[src/rtl/oka_93bit_seq_if.sv]
// oka_93bit_seq_if
//   Operand/result bundle for the sequenced 93-bit GF(2) multiplier.
//   master : requester side (drives start, a, b; observes busy, done, y)
//   slave  : multiplier side (observes start, a, b; drives busy, done, y)
// Signals:
//   start  request, sampled by the multiplier only while it is not busy
//   a, b   93-bit operands, bit i = coefficient of x^i
//   busy   multiplication in progress
//   done   one-cycle pulse, y holds a fresh product
//   y      185-bit product, held until the next product or reset
interface oka_93bit_seq_if;
  logic         start;
  logic [92:0]  a;
  logic [92:0]  b;
  logic         busy;
  logic         done;
  logic [184:0] y;

  modport master (output start, output a, output b,
                  input  busy,  input  done, input y);
  modport slave  (input  start, input  a, input  b,
                  output busy,  output done, output y);
endinterface

[src/rtl/oka_93bit_seq.sv]
// oka_93bit_seq
//   Sequenced 93-bit GF(2) polynomial multiplier. Operands are split into
//   even/odd coefficient halves (47 bits each) and a single 47x47 core is
//   reused for the three sub-products:
//     P1 = Ea*Eb, P2 = Oa*Ob, P3 = (Ea^Oa)*(Eb^Ob)
//   The product is rebuilt as
//     y[2i]   = P1[i] ^ P2[i-1]
//     y[2i+1] = P1[i] ^ P2[i] ^ P3[i]
//   and registered into y on the final pass.
// Ports:
//   clk   rising-edge clock
//   rst   asynchronous active-high reset
//   bus   oka_93bit_seq_if.slave (start, a, b in; busy, done, y out)
// Configuration macro:
//   OKA_SEQ_CORE_REG_EN  registers the core output; adds a FLUSH state so
//                        latency becomes 5 cycles instead of 4.
module oka_93bit_seq (
  input  logic              clk,
  input  logic              rst,
  oka_93bit_seq_if.slave    bus
);

  typedef enum logic [2:0] {
    ST_IDLE  = 3'd0,
    ST_M1    = 3'd1,
    ST_M2    = 3'd2,
    ST_M3    = 3'd3,
    ST_FLUSH = 3'd4,
    ST_DONE  = 3'd5
  } state_t;

  localparam logic [1:0] SEL_E = 2'd0;
  localparam logic [1:0] SEL_O = 2'd1;
  localparam logic [1:0] SEL_S = 2'd2;

  // 47x47 carry-less product; the one shared multiplier core.
  function automatic logic [92:0] oka_47bit(input logic [46:0] x, input logic [46:0] z);
    logic [92:0] acc;
    acc = 93'd0;
    for (int i = 0; i < 47; i++) begin
      acc = acc ^ (({46'd0, x} << i) & {93{z[i]}});
    end
    return acc;
  endfunction

  // Odd/even overlap recombination of the three sub-products.
  function automatic logic [184:0] recombine(input logic [92:0] p1,
                                             input logic [91:0] p2,
                                             input logic [92:0] p3);
    logic [184:0] r;
    r = 185'd0;
    r[0] = p1[0];
    for (int i = 1; i <= 92; i++) begin
      r[2*i] = p1[i] ^ p2[i-1];
    end
    for (int i = 0; i <= 91; i++) begin
      r[2*i+1] = p1[i] ^ p2[i] ^ p3[i];
    end
    return r;
  endfunction

  state_t        state_r;
  state_t        state_nxt_s;
  logic [92:0]   a_r;
  logic [92:0]   b_r;
  logic [92:0]   p1_r;
  // Oa[46] = Ob[46] = 0, so the x^92 term of P2 is always zero and not stored.
  logic [91:0]   p2_r;
  logic [184:0]  y_r;
  logic          busy_r;
  logic          done_r;

  logic          cap_en_s;
  logic [1:0]    op_sel_s;
  logic          p1_en_s;
  logic          p2_en_s;
  logic          y_en_s;
  logic          busy_nxt_s;
  logic          done_nxt_s;
  logic [46:0]   ea_s;
  logic [46:0]   oa_s;
  logic [46:0]   eb_s;
  logic [46:0]   ob_s;
  logic [46:0]   core_x_s;
  logic [46:0]   core_z_s;
  logic [92:0]   core_s;
  logic [92:0]   p3_s;
  logic [184:0]  y_nxt_s;

`ifdef OKA_SEQ_CORE_REG_EN
  logic [92:0]   core_q_r;
`endif

  // State register.
  always_ff @(posedge clk or posedge rst) begin
    if (rst) begin
      state_r <= ST_IDLE;
    end else begin
      state_r <= state_nxt_s;
    end
  end

  // Next-state logic; start is only honoured in IDLE and DONE.
  always_comb begin
    state_nxt_s = state_r;
    case (state_r)
      ST_IDLE: begin
        if (bus.start) state_nxt_s = ST_M1;
        else           state_nxt_s = ST_IDLE;
      end
      ST_M1:   state_nxt_s = ST_M2;
      ST_M2:   state_nxt_s = ST_M3;
`ifdef OKA_SEQ_CORE_REG_EN
      ST_M3:   state_nxt_s = ST_FLUSH;
      ST_FLUSH: state_nxt_s = ST_DONE;
`else
      ST_M3:   state_nxt_s = ST_DONE;
      ST_FLUSH: state_nxt_s = ST_IDLE;
`endif
      ST_DONE: begin
        if (bus.start) state_nxt_s = ST_M1;
        else           state_nxt_s = ST_IDLE;
      end
      default: state_nxt_s = ST_IDLE;
    endcase
  end

  // Output/control decode: operand select, register load enables, and the
  // next values of the registered busy/done flags.
  always_comb begin
    cap_en_s   = 1'b0;
    op_sel_s   = SEL_E;
    p1_en_s    = 1'b0;
    p2_en_s    = 1'b0;
    y_en_s     = 1'b0;
    case (state_r)
      ST_IDLE:  cap_en_s = bus.start;
      ST_DONE:  cap_en_s = bus.start;
`ifdef OKA_SEQ_CORE_REG_EN
      // Each partial product lands one cycle after its issuing state.
      ST_M1:    op_sel_s = SEL_E;
      ST_M2:    begin op_sel_s = SEL_O; p1_en_s = 1'b1; end
      ST_M3:    begin op_sel_s = SEL_S; p2_en_s = 1'b1; end
      ST_FLUSH: y_en_s   = 1'b1;
`else
      ST_M1:    begin op_sel_s = SEL_E; p1_en_s = 1'b1; end
      ST_M2:    begin op_sel_s = SEL_O; p2_en_s = 1'b1; end
      ST_M3:    begin op_sel_s = SEL_S; y_en_s  = 1'b1; end
      ST_FLUSH: cap_en_s = 1'b0;
`endif
      default:  cap_en_s = 1'b0;
    endcase

    busy_nxt_s = 1'b0;
    done_nxt_s = 1'b0;
    case (state_nxt_s)
      ST_M1, ST_M2, ST_M3, ST_FLUSH: busy_nxt_s = 1'b1;
      ST_DONE:                       done_nxt_s = 1'b1;
      default:                       busy_nxt_s = 1'b0;
    endcase
  end

  // Even/odd coefficient split of the captured operands.
  always_comb begin
    ea_s = 47'd0;
    eb_s = 47'd0;
    oa_s = 47'd0;
    ob_s = 47'd0;
    for (int i = 0; i < 47; i++) begin
      ea_s[i] = a_r[2*i];
      eb_s[i] = b_r[2*i];
    end
    for (int i = 0; i < 46; i++) begin
      oa_s[i] = a_r[2*i+1];
      ob_s[i] = b_r[2*i+1];
    end
  end

  // Core operand mux, selected by the current pass.
  always_comb begin
    core_x_s = ea_s;
    core_z_s = eb_s;
    case (op_sel_s)
      SEL_E: begin core_x_s = ea_s;        core_z_s = eb_s;        end
      SEL_O: begin core_x_s = oa_s;        core_z_s = ob_s;        end
      SEL_S: begin core_x_s = ea_s ^ oa_s; core_z_s = eb_s ^ ob_s; end
      default: begin core_x_s = ea_s;      core_z_s = eb_s;        end
    endcase
  end

  assign core_s = oka_47bit(core_x_s, core_z_s);

`ifdef OKA_SEQ_CORE_REG_EN
  assign p3_s = core_q_r;
`else
  assign p3_s = core_s;
`endif

  assign y_nxt_s = recombine(p1_r, p2_r, p3_s);

  // Operand capture, partial-product and result registers.
  always_ff @(posedge clk or posedge rst) begin
    if (rst) begin
      a_r  <= 93'd0;
      b_r  <= 93'd0;
      p1_r <= 93'd0;
      p2_r <= 92'd0;
      y_r  <= 185'd0;
    end else begin
      if (cap_en_s) begin
        a_r <= bus.a;
        b_r <= bus.b;
      end
`ifdef OKA_SEQ_CORE_REG_EN
      if (p1_en_s) p1_r <= core_q_r;
      if (p2_en_s) p2_r <= core_q_r[91:0];
`else
      if (p1_en_s) p1_r <= core_s;
      if (p2_en_s) p2_r <= core_s[91:0];
`endif
      if (y_en_s)  y_r  <= y_nxt_s;
    end
  end

`ifdef OKA_SEQ_CORE_REG_EN
  // Pipeline register on the core output.
  always_ff @(posedge clk or posedge rst) begin
    if (rst) begin
      core_q_r <= 93'd0;
    end else begin
      core_q_r <= core_s;
    end
  end
`endif

  // Registered status flags.
  always_ff @(posedge clk or posedge rst) begin
    if (rst) begin
      busy_r <= 1'b0;
      done_r <= 1'b0;
    end else begin
      busy_r <= busy_nxt_s;
      done_r <= done_nxt_s;
    end
  end

  assign bus.busy = busy_r;
  assign bus.done = done_r;
  assign bus.y    = y_r;

endmodule

[src/flat_wrapper.sv]
// flat-port wrapper written by rule: the top's interface ports become plain ports
module oka_93bit_seq_flat 
  (clk, rst, bus_start, bus_a, bus_b, bus_busy, bus_done, bus_y);
  oka_93bit_seq_if bus_i ();
  input  logic clk;
  input  logic rst;
  input wire logic [$bits(bus_i.start)-1:0] bus_start;
  input wire logic [$bits(bus_i.a)-1:0] bus_a;
  input wire logic [$bits(bus_i.b)-1:0] bus_b;
  output wire logic [$bits(bus_i.busy)-1:0] bus_busy;
  output wire logic [$bits(bus_i.done)-1:0] bus_done;
  output wire logic [$bits(bus_i.y)-1:0] bus_y;
  assign bus_i.start = bus_start;
  assign bus_i.a = bus_a;
  assign bus_i.b = bus_b;
  assign bus_busy = bus_i.busy;
  assign bus_done = bus_i.done;
  assign bus_y = bus_i.y;
  oka_93bit_seq u_core (.clk(clk), .rst(rst), .bus(bus_i));
endmodule
[config.mk]
export PLATFORM = sky130hd
export DESIGN_NAME = oka_93bit_seq_flat
export DESIGN_NICKNAME = d
export VERILOG_FILES = /design/src/rtl/oka_93bit_seq_if.sv /design/src/rtl/oka_93bit_seq.sv /design/src/flat_wrapper.sv
export SDC_FILE = /design/constraint.sdc
export NUM_CORES = 2
export LEC_CHECK = 0
export ABC_AREA = 1
export BUFFER_PORTS_ARGS = -buffer_cell sky130_fd_sc_hd__buf_4
export CAP_MARGIN = 20
export CORE_MARGIN = 2
export CORE_UTILIZATION = 45
export CTS_BUF_LIST = sky130_fd_sc_hd__clkbuf_8
export DETAILED_ROUTE_END_ITERATION = 12
export PLACE_DENSITY = 0.72
export SYNTH_ARGS = -nofsm -noshare
export SYNTH_HDL_FRONTEND = slang
export SYNTH_SLANG_ARGS = --single-unit
[constraint.sdc]
create_clock -name clk -period 67.3 [get_ports clk]
set_clock_uncertainty 0.1 [all_clocks]
set_input_delay 20.19 -clock clk [delete_from_list [all_inputs] [get_ports clk]]
set_output_delay 20.19 -clock clk [all_outputs]
set_load 0.02 [all_outputs]
Yosys cells after proc, flatten, opt, wreduce, memory -nomap -nowiden
Index checks and enable logic that the tools add are counted.

Bits in registers: 561. Input port bits: 189. Output and inout bits: 187. Logic and storage cells: 404.

Equal/unequal tests: 11. Mux-type cells: 11. Bitwise operators: 371. Reduce and logical (&&, ||, !) cells: 3.

Operators by type and width (count): 93-bit XOR (46); 1-bit XOR (276); 47-bit one-hot mux with 2 select lines (2); 47-bit by 46-bit XOR with 47-bit output (2); 47-bit by 93-bit AND with 93-bit output (1); 48-bit by 93-bit AND with 93-bit output (1); 49-bit by 93-bit AND with 93-bit output (1); 50-bit by 93-bit AND with 93-bit output (1); 51-bit by 93-bit AND with 93-bit output (1); 52-bit by 93-bit AND with 93-bit output (1); 53-bit by 93-bit AND with 93-bit output (1); 54-bit by 93-bit AND with 93-bit output (1); 55-bit by 93-bit AND with 93-bit output (1); 56-bit by 93-bit AND with 93-bit output (1); 57-bit by 93-bit AND with 93-bit output (1); 58-bit by 93-bit AND with 93-bit output (1); 59-bit by 93-bit AND with 93-bit output (1); 60-bit by 93-bit AND with 93-bit output (1); 61-bit by 93-bit AND with 93-bit output (1); 62-bit by 93-bit AND with 93-bit output (1); 63-bit by 93-bit AND with 93-bit output (1); 64-bit by 93-bit AND with 93-bit output (1); 65-bit by 93-bit AND with 93-bit output (1); 66-bit by 93-bit AND with 93-bit output (1); 38 further kinds (50).

Depth between registers and ports, before layout
Depth in word-level cells: 52. Depth in mapped cells: 32. Mapped depth without buffers: 28.

Least setup slack after synthesis
Ideal clock, no wire load.

Path type: input to register. Start: in bus_start. End: reg u_core.a_r[10]. Setup time: 0.125 ns. Arrival: 21.349 ns. Required time: 67.075 ns. Slack: 45.726 ns. Cell stages on the path: 4. Buffers on the path: 2. Cells stage by stage: o211ai_1 > clkbuf_1 > clkbuf_1 > mux2_2.

Longest elaborated chain between the ends: 1.

Ends and longest elaborated chain: start, declared (RTL line flat_wrapper.sv:7) `input wire logic [$bits(bus_i.start)-1:0] bus_start;`; 1-bit 2-to-1 mux (RTL line oka_93bit_seq.sv:136) `case (state_r)`; end signal, assigned (RTL line oka_93bit_seq.sv:211) `a_r <= bus.a;`; end, declared (RTL line oka_93bit_seq.sv:64) `logic [92:0] a_r;`.

Every way passes these cells. A chain may end at the register's enable or synchronous reset.

==> results.tsv <==
stage	metric	value	unit
timing	max_slew headroom	25.62	%
clock_network	CTS Sinks	561	
global_routing	antenna violations before repair	3	
critical_path	worst setup path start	rst	
place	gp weighted congestion	0.8385	
timing	RSZ-0062 raised after global routing	false	
cells_and_area	commonest non-fill, non-tap cell in the layout	nand2_1	
logic_synthesis	Mean Syn Cell Area	6.631	um^2
place	Port Buf Inserts	375	
floorplanning	I/O pin total	376	
logic_synthesis	Synth cell types	35	
logic_synthesis	Synth Instances	8817	
critical_path	Worst Path Required	68030	ps
floorplanning	Die Y	364.4	um
global_routing	Overall Global Routing Usage	30.80	%
timing	fin crit share	32.50	%
critical_path	Startpoint Class	input port	
clock_network	Max clock buf depth	3	
timing	Finish-stage setup viols	0	
logic_synthesis	sequential area share after synthesis	24.01	%
detailed_routing	Antenna Nets Post-Route	0	
floorplanning	row count	132	
cells_and_area	layout net count	8963	
timing	Min Clock Period, post-route	21870	ps
floorplanning	Starting Density	45.27	%
detailed_routing	via count	58058	
clock_network	post-CTS setup repair buffer count	0	
timing	Final Hold Vio Count	0	
critical_path	worst-path fanout max	153	
logic_synthesis	Cell Area, Synth	58460	um^2
clock_network	hold_buf cts	0	
critical_path	Worst Path Arrival	22600	ps
critical_path	r2r startpoint	u_core.state_r[2]	
floorplanning	core area	129200	um^2
clock_network	TritonCTS clock tree	yes	
detailed_routing	DR WL/cell	19.78	um
timing	worst hold margin	381.8	ps
detailed_routing	vias per cell	5.478	
floorplanning	overall die area	132800	um^2
global_routing	vias in the first global route	54911	
timing	post-route setup TNS	0	ps
logic_synthesis	synth warn	0	
global_routing	first-pass GRT wire length	318600	um
logic_synthesis	Post-Syn Nets	9006	
clock_network	Post-CTS Resized	0	
status	outcome	complete, no violations	
clock_network	Clock Root Buffer	clkbuf_8	
critical_path	R2R Setup Slk	61160	ps
clock_network	Worst-Skew Late Latency	880	ps
logic_synthesis	Yosys reg bits	561	
place	DP HPWL	118200	um
cells_and_area	non-filler cells, final	10598	
critical_path	critical path class	input port to async pin	
job	Max-Cap Viols	0	
clock_network	CTS buffer count	98	
cells_and_area	share of layout cells above drive strength 1	10.02	%
clock_network	CTS clock-pin slew for the worst setup and hold paths	60	ps
cells_and_area	area grow syn2layout	9.308	%
timing	f_max	0.04572	GHz
timing	Slew @ Worst Pin	1116	ps
critical_path	critical path endpoint category	async pin	
floorplanning	Chip Width	364.4	um
cells_and_area	most frequent cells in the layout	3980 x nand2_1, 1061 x xnor2_1, 897 x xor2_1	
detailed_routing	final WL	209700	um
global_routing	largest net degree at the start of global routing	170	
global_routing	GR Overflow Total	0	
detailed_routing	DR iter-0 viols	6773	
clock_network	# H-tree levels	3	
hold_path	hold_sp	u_core.bus.y[33]	
place	Placed Instances	10414	
detailed_routing	First-pass DRT Iterations	7	
hold_path	HP Class	flop to flop	
timing	Pins Over Slew Limit	0	
detailed_routing	Residual DRC	0	
[registers in the layout, indices dropped and copies added (netlist names)]
register / flops
u_core.bus.busy: 1
u_core.p1_r: 93
u_core.p2_r: 92
u_core.bus.done: 1
u_core.b_r: 93
u_core.bus.y: 185
u_core.state_r: 3
u_core.a_r: 93
[critical path, stage by stage]
cell and delay, ps:
buf_4 130, inv_8 440, buf_4 840, buf_12 590
[path summary, 6_finish.rpt]
| kind | depth (start not counted) | to |
|---|---|---|
| worst max register to register | 21 | u_core.bus.y[83] |
| worst min register to register | 2 | u_core.bus.y[33] |
| worst max-delay path | 4 | u_core.bus.y[101] |
| max in group clk | 1 | bus_busy |
| min in group asynchronous | 2 | u_core.a_r[32] |
| worst min-delay path | 2 | u_core.bus.y[33] |
[routing by layer]
layer	vias up	GRT usage, %	routed length [um]
met2	3712	45.30	85520
met1	26807	40.76	83900
li1	26531	-	-
met5	-	0	57
met3	1004	7.923	26950
met4	4	17.70	13250
[synthesized netlist by cell type, drive strengths merged]
cell type / number / area share (%)
inv: 485 / 3.1
o21bai: 1 / 0.013
clkinv: 2 / 0.013
or2: 60 / 0.64
clkbuf: 122 / 0.78
buf: 483 / 4.5
nand3b: 93 / 1.2
a21o: 6 / 0.077
o31ai: 1 / 0.013
nand4: 16 / 0.17
nand2b: 3 / 0.032
nor3: 1 / 0.0086
o211ai: 4 / 0.051
xnor3: 5 / 0.19
xor2: 914 / 14
a21oi: 45 / 0.39
dfrtp: 561 / 24
a31oi: 7 / 0.075
nand3: 414 / 3.6
nor2: 79 / 0.51
mux2: 145 / 2.8
xor3: 1 / 0.041
xnor2: 1061 / 16
o21ai: 254 / 2.2
nand2: 4054 / 26
[cell families after synthesis]
| family | Yosys count | synth area share [%] |
|---|---|---|
| buf+inv | 1092 | 8.426 |
| xor+xnor | 1981 | 29.82 |
| mux | 145 | 2.793 |
| simple gates | 4720 | 32.16 |
| flops | 561 | 24.01 |
| compound gates | 318 | 2.789 |
[cell type report]
type                       count  area [um^2]
inverter                     487         1848
multi-input combinational   7164        40160
fill                       12643        65250
sequential                   561        14040
tap                         1742         2180
clock buffer                 125         1720
clock inverter                55        424.2
timing repair buffer         462         3526
antenna                        2        5.005
[metrics by stage]
stage	instance area, um^2	worst slack (ps)	util (%)
after floorplan	58460	31320	-
after global placement	61710	44550	47.78
after detailed placement	61710	44500	47.78
after CTS	63850	45390	49.44
after global routing	63900	45050	49.48
final	63900	45430	49.48
Power is not shown: default switching activity piles up to over one toggle a cycle in this logic, so the estimate is an artifact.
